--- src/rtl/seq_detect_ctrl.sv ---
// seq_detect_ctrl: configurable 1..4-bit serial pattern detector; SEQ_DETECT_CTRL_MATCH_CNT_EN adds a saturating match counter.
module seq_detect_ctrl #(
  parameter int CNT_W = 8
) (
  input  logic             clk,
  input  logic             rst,
  input  logic             cfg_valid,
  output logic             cfg_ready,
  input  logic [3:0]       cfg_pattern,
  input  logic [1:0]       cfg_len,
  input  logic             cfg_overlap,
  input  logic             stop,
  input  logic             x,
  input  logic             x_valid,
  input  logic             clr_cnt,
  output logic             q,
  output logic             busy,
  output logic [CNT_W-1:0] match_cnt
);
  typedef enum logic [1:0] {IDLE, FLUSH, ARMED} state_t;
  state_t state_q, state_d;
  logic [3:0] pat_q, pat_d, hist_q, hist_d, hist_n, mask;
  logic [1:0] len_q, len_d;
  logic ovl_q, ovl_d, q_q, q_d, match;
  logic [2:0] fill_q, fill_d, fill_n;
  always_ff @(posedge clk or negedge rst) begin
    if (!rst) begin
      state_q <= IDLE;
      pat_q   <= '0;
      len_q   <= '0;
      ovl_q   <= 1'b0;
      hist_q  <= '0;
      fill_q  <= '0;
      q_q     <= 1'b0;
    end else begin
      state_q <= state_d;
      pat_q   <= pat_d;
      len_q   <= len_d;
      ovl_q   <= ovl_d;
      hist_q  <= hist_d;
      fill_q  <= fill_d;
      q_q     <= q_d;
    end
  end
  // Only the low L bits of history and pattern take part in the compare.
  assign mask   = {len_q == 2'd3, len_q >= 2'd2, len_q >= 2'd1, 1'b1};
  assign hist_n = {hist_q[2:0], x};
  assign fill_n = (fill_q == 3'd4) ? 3'd4 : fill_q + 3'd1;
  always_comb begin
    state_d = state_q;
    pat_d   = pat_q;
    len_d   = len_q;
    ovl_d   = ovl_q;
    hist_d  = hist_q;
    fill_d  = fill_q;
    q_d     = 1'b0;
    match   = 1'b0;
    case (state_q)
      IDLE: if (cfg_valid) begin
        pat_d   = cfg_pattern;
        len_d   = cfg_len;
        ovl_d   = cfg_overlap;
        state_d = FLUSH;
      end
      FLUSH: begin
        hist_d  = '0;
        fill_d  = '0;
        state_d = ARMED;
      end
      ARMED: begin
        if (stop) state_d = IDLE;
        else if (x_valid) begin
          match  = (fill_n > {1'b0, len_q}) && ((hist_n & mask) == (pat_q & mask));
          q_d    = match;
          hist_d = hist_n;
          fill_d = (match && !ovl_q) ? 3'd0 : fill_n;
        end
      end
      default: state_d = IDLE;
    endcase
  end
  assign cfg_ready = (state_q == IDLE);
  assign busy      = !cfg_ready;
  assign q         = q_q;
`ifdef SEQ_DETECT_CTRL_MATCH_CNT_EN
  logic [CNT_W-1:0] cnt_q, cnt_d;
  assign cnt_d = clr_cnt ? '0 : (match && cnt_q != '1) ? cnt_q + 1'b1 : cnt_q;
  always_ff @(posedge clk or negedge rst) begin
    if (!rst) cnt_q <= '0;
    else cnt_q <= cnt_d;
  end
  assign match_cnt = cnt_q;
`else
  logic unused_cnt_in;
  assign unused_cnt_in = clr_cnt ^ match;
  assign match_cnt     = '0;
`endif
endmodule
--- config.mk ---
export PLATFORM = sky130hd
export DESIGN_NAME = seq_detect_ctrl
export DESIGN_NICKNAME = d
export VERILOG_FILES = /design/src/rtl/seq_detect_ctrl.sv
export SDC_FILE = /design/constraint.sdc
export NUM_CORES = 1
export LEC_CHECK = 0
export ABC_CLOCK_PERIOD_IN_PS = 2200
export BUFFER_PORTS_ARGS = -buffer_cell sky130_fd_sc_hd__buf_2
export CAP_MARGIN = 5
export CORE_UTILIZATION = 35
export DETAILED_ROUTE_END_ITERATION = 16
export GPL_TIMING_DRIVEN = 0
export PLACE_DENSITY_LB_ADDON = 0.3
export SLEW_MARGIN = 20
export SYNTH_ARGS = -nofsm -noshare
export SYNTH_HDL_FRONTEND = slang
export SYNTH_SLANG_ARGS = --single-unit
--- constraint.sdc ---
create_clock -name clk -period 2.2 [get_ports clk]
set_clock_uncertainty 0.15 [all_clocks]
set_input_delay 0.33 -clock clk [delete_from_list [all_inputs] [get_ports clk]]
set_output_delay 0.33 -clock clk [all_outputs]
set_load 0.05 [all_outputs]
==> key figures, run 1 <==
Worst setup path
  • Reg2reg path depth: 11
  • Kind of critical path: flop to flop
  • CP endpoint kind: flop
  • Worst flop-to-flop path endpoint: fill_q[1]$_DFFE_PN0P_
  • Cell mode on critical path: ha_4
  • Critical path, cell by cell: inv_2, ha_4, nand2_2, and2_4, ha_4, nor2b_4, o21ai_2, a211oi_2, buf_4, a21boi_2, a22o_1
  • Crit path max fanout: 4
  • Crit path largest cell delay: 0.40 ns
  • Critical Path AT: 2.14 ns
  • Slowest-stage cell, CP: dfrtp_1
  • Startpoint Class: flop
  • Worst r2r src: fill_q[0]$_DFFE_PN0P_
  • R2r setup slk: 0.09 ns
  • Worst Path Required: 2.23 ns

Route
  • DRT Pass-1 Iters: 3
  • Final ANT Viol Nets: 0
  • Via count: 632
  • DR WL/cell: 10.56 um
  • DR iter-0 viols: 1
  • Final wirelength: 1489 um
  • DRC viols: 0
  • Vias per Instance: 4.482

Synth
  • Synthesized area per cell: 10.73 um^2
  • Cells after Synth: 82
  • FF+latch count, synth: 16
  • Synth unique cells: 28
  • Synth Warn #: 0
  • FFs w/ async S/R, synth: 100.0%
  • EDFF count, synth: 0
  • Register area share after synthesis: 45.52%
  • Synthesized cell area: 879.6 um^2
  • Ys flop type: dfrtp_1

Final layout
  • Final std cells w/o fill: 141
  • Final #Nets: 132
  • Area grow syn2layout: 29.73%
  • N_diodes: 0
  • Commonest non-fill, non-tap cell in the layout: dfrtp_1
  • Layout cells sized above 1: 49.56%
  • Register area: 400.4 um^2
  • Final core utilization: 49.67%
  • Fillers: 207
  • Most frequent cells in the layout: dfrtp_1 (16), buf_2 (15), buf_4 (12), conb_1 (8)
  • Multi-input logic area: 451.7 um^2

Clock network
  • Clk buf depth: 2
  • TritonCTS clock tree: built
  • Root Driver: clkbuf_4
  • Inserted Clock Buffers: 3
  • Clock-pin transition on the worst setup and hold timing paths: 0.10 ns
  • CTS Sinks: 16
  • Clk_lat worst skew: 0.28 ns
  • CTS H-Tree Depth: 1

GRT
  • First-pass GRT wire length: 2594 um
  • Vias in the first global route: 633
  • Gr ovfl total: 0
  • Tot GR Track Use: 13.21%
  • Largest net degree at the start of global routing: 17
  • Initial antenna violation count: 0

Power and ir drop
  • Clock Power Share: 12.7%
  • Internal: 924.1 uW
  • PwrDens: 1329 mW/mm^2
  • Reg power frac: 32.2%
  • Leakage: 0.0005790 uW
  • VDD IR max: 0.6003 mV
  • Combinational Power Share: 55.1%
  • Net Sw Frac: 39.06%
  • Sw power: 592.4 uW

Run status
  • Status: finished, final reports clean

STA
  • Final hold violations: 0
  • Worst setup margin: 0.08852 ns
  • Fin. max-slew vios: 0
  • Period minus WS final: 2.111 ns
  • F_max: 0.4736 GHz
  • Final setup vio count: 0
  • Period utilisation layout: 95.98%
  • Setup_tns: 0 ns
  • RSZ-0062 raised after global routing: yes

Place
  • Placed insts: 132
  • Port bufs: 15
  • Dpl ws: -0.1401 ns
  • GPL Wtd Cong: 0.7433
  • Detailed Place HPWL: 1107 um

Min path
  • Worst hold path depth: 3
  • Worst hold-check path type: input pin to flop
  • Worst hold path startpoint: cfg_overlap
  • Hold EP: ovl_q$_DFFE_PN0P_

Job
  • Max Cap Viol: 0

Floorplan
  • Initial Utilization: 38.29%
  • Core area: 0.002297 mm^2
  • Chip height: 52.13 um
  • Die area: 0.002718 mm^2
  • Row count: 17
  • Die W: 52.13 um
  • I/O pin cnt: 25
==> cell usage after synthesis, types with 2 or more instances <==
master,instances,area [um^2]
dfrtp_1,16,400.4
buf_4,8,60.06
inv_1,7,26.28
nand2_1,7,26.28
mux2_2,6,67.56
ha_1,4,50.05
o21ai_0,4,20.02
a21oi_1,3,15.01
a22o_1,3,26.28
xnor2_1,3,26.28
a22o_2,2,20.02
and2_1,2,12.51
nor2_1,2,7.510
==> power by group through the flow <==
stage / clock network (uW) / logic, uW / registers, uW
CTS: 200 / 731 / 489
global route: 220 / 926 / 506
detailed placement: 0 / 632 / 500
finish: 193 / 835 / 488
floorplan: 0 / 526 / 480
global placement: 0 / 617 / 494
==> logic make-up after synthesis <==
group,synth area share [%]
compound gates,14.79
xor+xnor,4.837
fa+ha+maj,5.690
buf+inv,11.66
flops,45.52
mux,7.681
other cells,0.4263
simple gates,9.391
==> area by class of cell <==
class                   count  area share (%)
multi-input cells          56           39.58
flip-flops and latches     16           35.09
repair buffers             20           10.09
plain buffers              10           6.689
clock buffers               4           3.180
well taps                  28           3.070
inverters                   7           2.303
==> through the flow <==
| stage | instance area [um^2] | hold slack, ns | total power [uW] |
|---|---|---|---|
| 3_5_place_dp | 1016 | 0.1113 | 1132 |
| 3_3_place_gp | 1016 | 0.1125 | 1111 |
| 2_1_floorplan | 905.9 | -0.1156 | 1006 |
| 5_1_grt | 1141 | 0.1066 | 1652 |
| 6_report | 1141 | 0.09316 | 1517 |
| 4_1_cts | 1105 | 0.08912 | 1421 |
==> repair_timing <==
| item | 4_1_cts | 5_1_grt |
|---|---|---|
| hold buffers | 1 | 0 |
| hold endpoints to repair | 16 | 0 |
| pin swaps | 8 | 4 |
| resized for setup | 7 | 6 |
| endpoints found under the setup margin | 3 | 3 |
| setup buffers | 2 | 2 |
==> critical path: cells and delay by family, from the launching register on <==
kind                       cells  cell delay (ns)
buffers and inverters          2             0.22
DFF                            1             0.40
AOI/OAI and AO/OA              4             0.48
adders and majority gates      2             0.41
and+or+nand+nor                3             0.34
==> layer usage <==
layer  track usage (%)  vias to the layer above  share of wire (%)
met1             16.97                      290                 46
met4             3.947                        0                  0
met2             21.58                       17                 50
li1                  -                      325                  -
met5                 0                        -                  0
met3             3.509                        0                4.1
==> sequential cells by signal (all words and copies together), names as in the netlist <==
| name | cells |
|---|---|
| hist_q | 3 |
| len_q | 2 |
| pat_q | 4 |
| state_q | 2 |
| fill_q | 3 |
| ovl_q | 1 |
| q | 1 |
==> worst max-delay path by stage <==
stage,cells past startpoint,start,slack (ns),endpoint
after detailed placement,10,fill_q[0]$_DFFE_PN0P_,-0.14,fill_q[1]$_DFFE_PN0P_
after floorplan,9,fill_q[0]$_DFFE_PN0P_,0.06,fill_q[0]$_DFFE_PN0P_
after CTS,9,fill_q[1]$_DFFE_PN0P_,-0.04,fill_q[1]$_DFFE_PN0P_
final,11,fill_q[0]$_DFFE_PN0P_,0.09,fill_q[1]$_DFFE_PN0P_
after global routing,11,fill_q[0]$_DFFE_PN0P_,-0.03,fill_q[1]$_DFFE_PN0P_
after global placement,10,fill_q[0]$_DFFE_PN0P_,-0.08,fill_q[1]$_DFFE_PN0P_
No activity file was read; power rests on OpenSTA's default activity.
==> run 2, diff against run 1 <==
ABC_AREA = 1   (was not set)
RECOVER_POWER = 25   (was not set)
==> run 2 against run 1 <==
Wire length increased by 7.3%; via count increased by 14%; sequential share of layout area increased by 1.6 points; highest routed layer is now met4; fmax increased by 5.1%.
==> key figures, run 2 <==
Run status
  • Status: finished, final reports clean

STA
  • Final hold violations: 0
  • Max transition margin: 42.26%
  • Setup_tns: 0 ns
  • RSZ-0062 raised after global routing: no
  • Final setup vio count: 0
  • Fin. max-slew vios: 0
  • F_max: 0.4976 GHz
  • Least-Margin Pin Slew: 0.8661 ns
  • Period minus WS final: 2.010 ns
  • Period utilisation layout: 91.34%
  • Worst setup margin: 0.1905 ns

Floorplan
  • Die W: 53.33 um
  • Core area: 0.002477 mm^2
  • Row count: 18
  • Chip height: 53.33 um
  • I/O pin cnt: 25
  • Initial Utilization: 37.22%
  • Die area: 0.002844 mm^2

Worst setup path
  • R2r setup slk: 0.19 ns
  • Reg2reg path depth: 14
  • Worst r2r src: fill_q[0]$_DFFE_PN0P_
  • Critical Path AT: 2.03 ns
  • CP endpoint kind: flop
  • Kind of critical path: flop to flop
  • Worst Path Required: 2.22 ns
  • Startpoint Class: flop
  • Worst flop-to-flop path endpoint: fill_q[0]$_DFFE_PN0P_
  • Crit path max fanout: 3

Synth
  • EDFF count, synth: 0
  • Synth unique cells: 21
  • Cells after Synth: 118
  • Area leader, netlist: dfrtp_1
  • Most frequent cell after synthesis: nand2_1
  • Synthesized area per cell: 7.815 um^2
  • FF+latch count, synth: 16
  • Synth Warn #: 0
  • Area contributors post-synth: dfrtp_1 (43%), nand2_1 (17%), inv_1 (6.9%)
  • FFs w/ async S/R, synth: 100.0%
  • Share of the synthesized area in the top cell type: 43.42%
  • Register area share after synthesis: 43.42%
  • Ys flop type: dfrtp_1
  • Synth cell count leaders: nand2_1 (42), inv_1 (17), dfrtp_1 (16)
  • Synthesized cell area: 922.1 um^2

Place
  • Detailed Place HPWL: 1267 um
  • Port bufs: 15
  • GPL Wtd Cong: 0.7867
  • Dpl ws: 0.1990 ns
  • Post-DP Area: 0.001061 mm^2

Final layout
  • Layout cells sized above 1: 24.83%
  • Multi-input logic area: 397.9 um^2
  • Most flop-heavy register: pat_q
  • N_diodes: 0
  • Most frequent cells in the layout: nand2_1 (42), inv_1 (17), dfrtp_1 (16), buf_2 (14), buf_4 (9)
  • Fillers: 264
  • Register area: 400.4 um^2
  • Post-route cell area: 0.001092 mm^2
  • Area grow syn2layout: 18.45%
  • Commonest non-fill, non-tap cell in the layout: nand2_1
  • Largest register FFs: 4
  • Top flop regs: pat_q x4, fill_q x3, hist_q x3
  • Final #Nets: 165

GRT
  • Initial antenna violation count: 0
  • GRT busiest layer: met2
  • Largest net degree at the start of global routing: 17
  • Met2 usage: 19.58%
  • Grt met1 use: 15.03%
  • GR Layer Usage met3: 3.448%
  • First-pass GRT wire length: 2477 um
  • Tot GR Track Use: 12.57%
  • Vias in the first global route: 605
  • Gr ovfl total: 0

Power and ir drop
  • Net Sw Frac: 46.55%
  • Sw power: 614.0 uW
  • Leakage: 0.0006340 uW
  • Total power: 1319 uW
  • Reg power frac: 35.9%
  • PwrDens: 1208 mW/mm^2
  • Internal: 705.0 uW
  • Combinational Power Share: 52.5%
  • VDD IR max: 0.8426 mV
  • Clock Power Share: 11.6%

Route
  • Final ANT Viol Nets: 0
  • Final wirelength: 1597 um
  • Vias per Instance: 4.126
  • DR iter-0 viols: 9
  • Via count: 722
  • DR WL/cell: 9.126 um
  • DRT Pass-1 Iters: 6
  • DRC viols: 0

Min path
  • Hold EP: pat_q[2]$_DFFE_PN0P_
  • Worst hold path depth: 3
  • Worst hold path startpoint: cfg_pattern[2]
  • Worst hold-check path type: input pin to flop

Clock network
  • Inserted Clock Buffers: 3
  • CTS H-Tree Depth: 1
  • Root Driver: clkbuf_4
  • Clock-pin transition on the worst setup and hold timing paths: 0.10 ns
  • Post-CTS sizing: 0
  • TritonCTS clock tree: built
  • Clk buf depth: 2
  • Clk_lat worst skew: 0.29 ns
  • CTS Sinks: 16

Job
  • Max Cap Viol: 0
==> run 2: changes by cell type in the layout (fill, tap and decap cells not counted), sizes merged, moves of 3 or more <==
cell,delta
buf,-4
mux2,-6
nor2,+5
and2,-3
nand2,+37
nand3,+5
a22o,-5
inv,+12
a21oi,-4
==> run 2: worst max-delay path by stage <==
stage | depth (start not counted) | slack (ns) | startpoint | endpoint
floorplan | 14 | 0.39 | fill_q[0]$_DFFE_PN0P_ | fill_q[0]$_DFFE_PN0P_
global placement | 14 | 0.28 | fill_q[0]$_DFFE_PN0P_ | fill_q[0]$_DFFE_PN0P_
detailed placement | 14 | 0.20 | fill_q[0]$_DFFE_PN0P_ | fill_q[0]$_DFFE_PN0P_
CTS | 14 | 0.18 | fill_q[0]$_DFFE_PN0P_ | fill_q[0]$_DFFE_PN0P_
global route | 14 | 0.01 | fill_q[0]$_DFFE_PN0P_ | fill_q[0]$_DFFE_PN0P_
finish | 14 | 0.19 | fill_q[0]$_DFFE_PN0P_ | fill_q[0]$_DFFE_PN0P_
==> run 2: cell families (layout without fill, tap and decap cells) <==
| group | count (synthesis) | after routing | share of synthesized area (%) |
|---|---|---|---|
| AO/OA/AOI/OAI | 8 | 8 | 4.478 |
| XOR/XNOR | 2 | 2 | 1.900 |
| adder cells (fa/ha/maj) | 4 | 4 | 5.428 |
| buffers and inverters | 28 | 48 | 15.47 |
| flip-flops | 16 | 16 | 43.42 |
| other | 1 | 8 | 0.4067 |
| AND/OR/NAND/NOR | 59 | 59 | 28.90 |
==> run 2: stage by stage <==
step	util (%)	std cells	hold slack [ns]
after floorplan	-	125	-0.1156
after global placement	42.83	170	0.1132
after detailed placement	42.83	170	0.1157
after CTS	44.14	174	0.07814
after global routing	44.09	175	0.09142
final	44.09	175	0.08317
==> run 2: power by group through the flow <==
stage / combinational, uW / sequential, uW / clock [uW]
after detailed placement: 691 / 483 / 0
after floorplan: 567 / 466 / 0
after CTS: 698 / 477 / 159
final: 692 / 473 / 154
after global routing: 788 / 486 / 170
after global placement: 668 / 478 / 0
==> run 2: per-layer routing <==
layer  vias to the layer above  share of wire [%]
met1                       314                 46
li1                        394                  -
met3                         2                3.5
met4                         0               0.63
met2                        12                 49
met5                         -                  0
==> run 2: layout make-up <==
cell class,instances,share of cell area [%]
tap,30,3.436
buffer,9,6.529
sequential,16,36.66
multi-input combinational,81,36.43
clock buffer,3,2.062
inverter,19,6.529
timing repair buffer,17,8.362
==> run 2: critical path, cell delays in order, from the launching register on <==
cell and delay [ns]:
dfrtp_1 0.38, inv_1 0.07, ha_1 0.30, inv_1 0.10
nor2_1 0.06, ha_1 0.28, nand2_1 0.05, nand2_1 0.05
nand2_1 0.04, nand2_1 0.05, inv_1 0.04, nor2_2 0.11
nand3_2 0.10, nand2_1 0.07, nand2_1 0.05
==> run 2: timing repair <==
| action | 4_1_cts | 5_1_grt |
|---|---|---|
| hold buffers | 1 | 0 |
| endpoints found under the hold margin | 16 | 0 |
| endpoints found under the setup margin | 0 | 1 |
| buffers inserted | 0 | 1 |
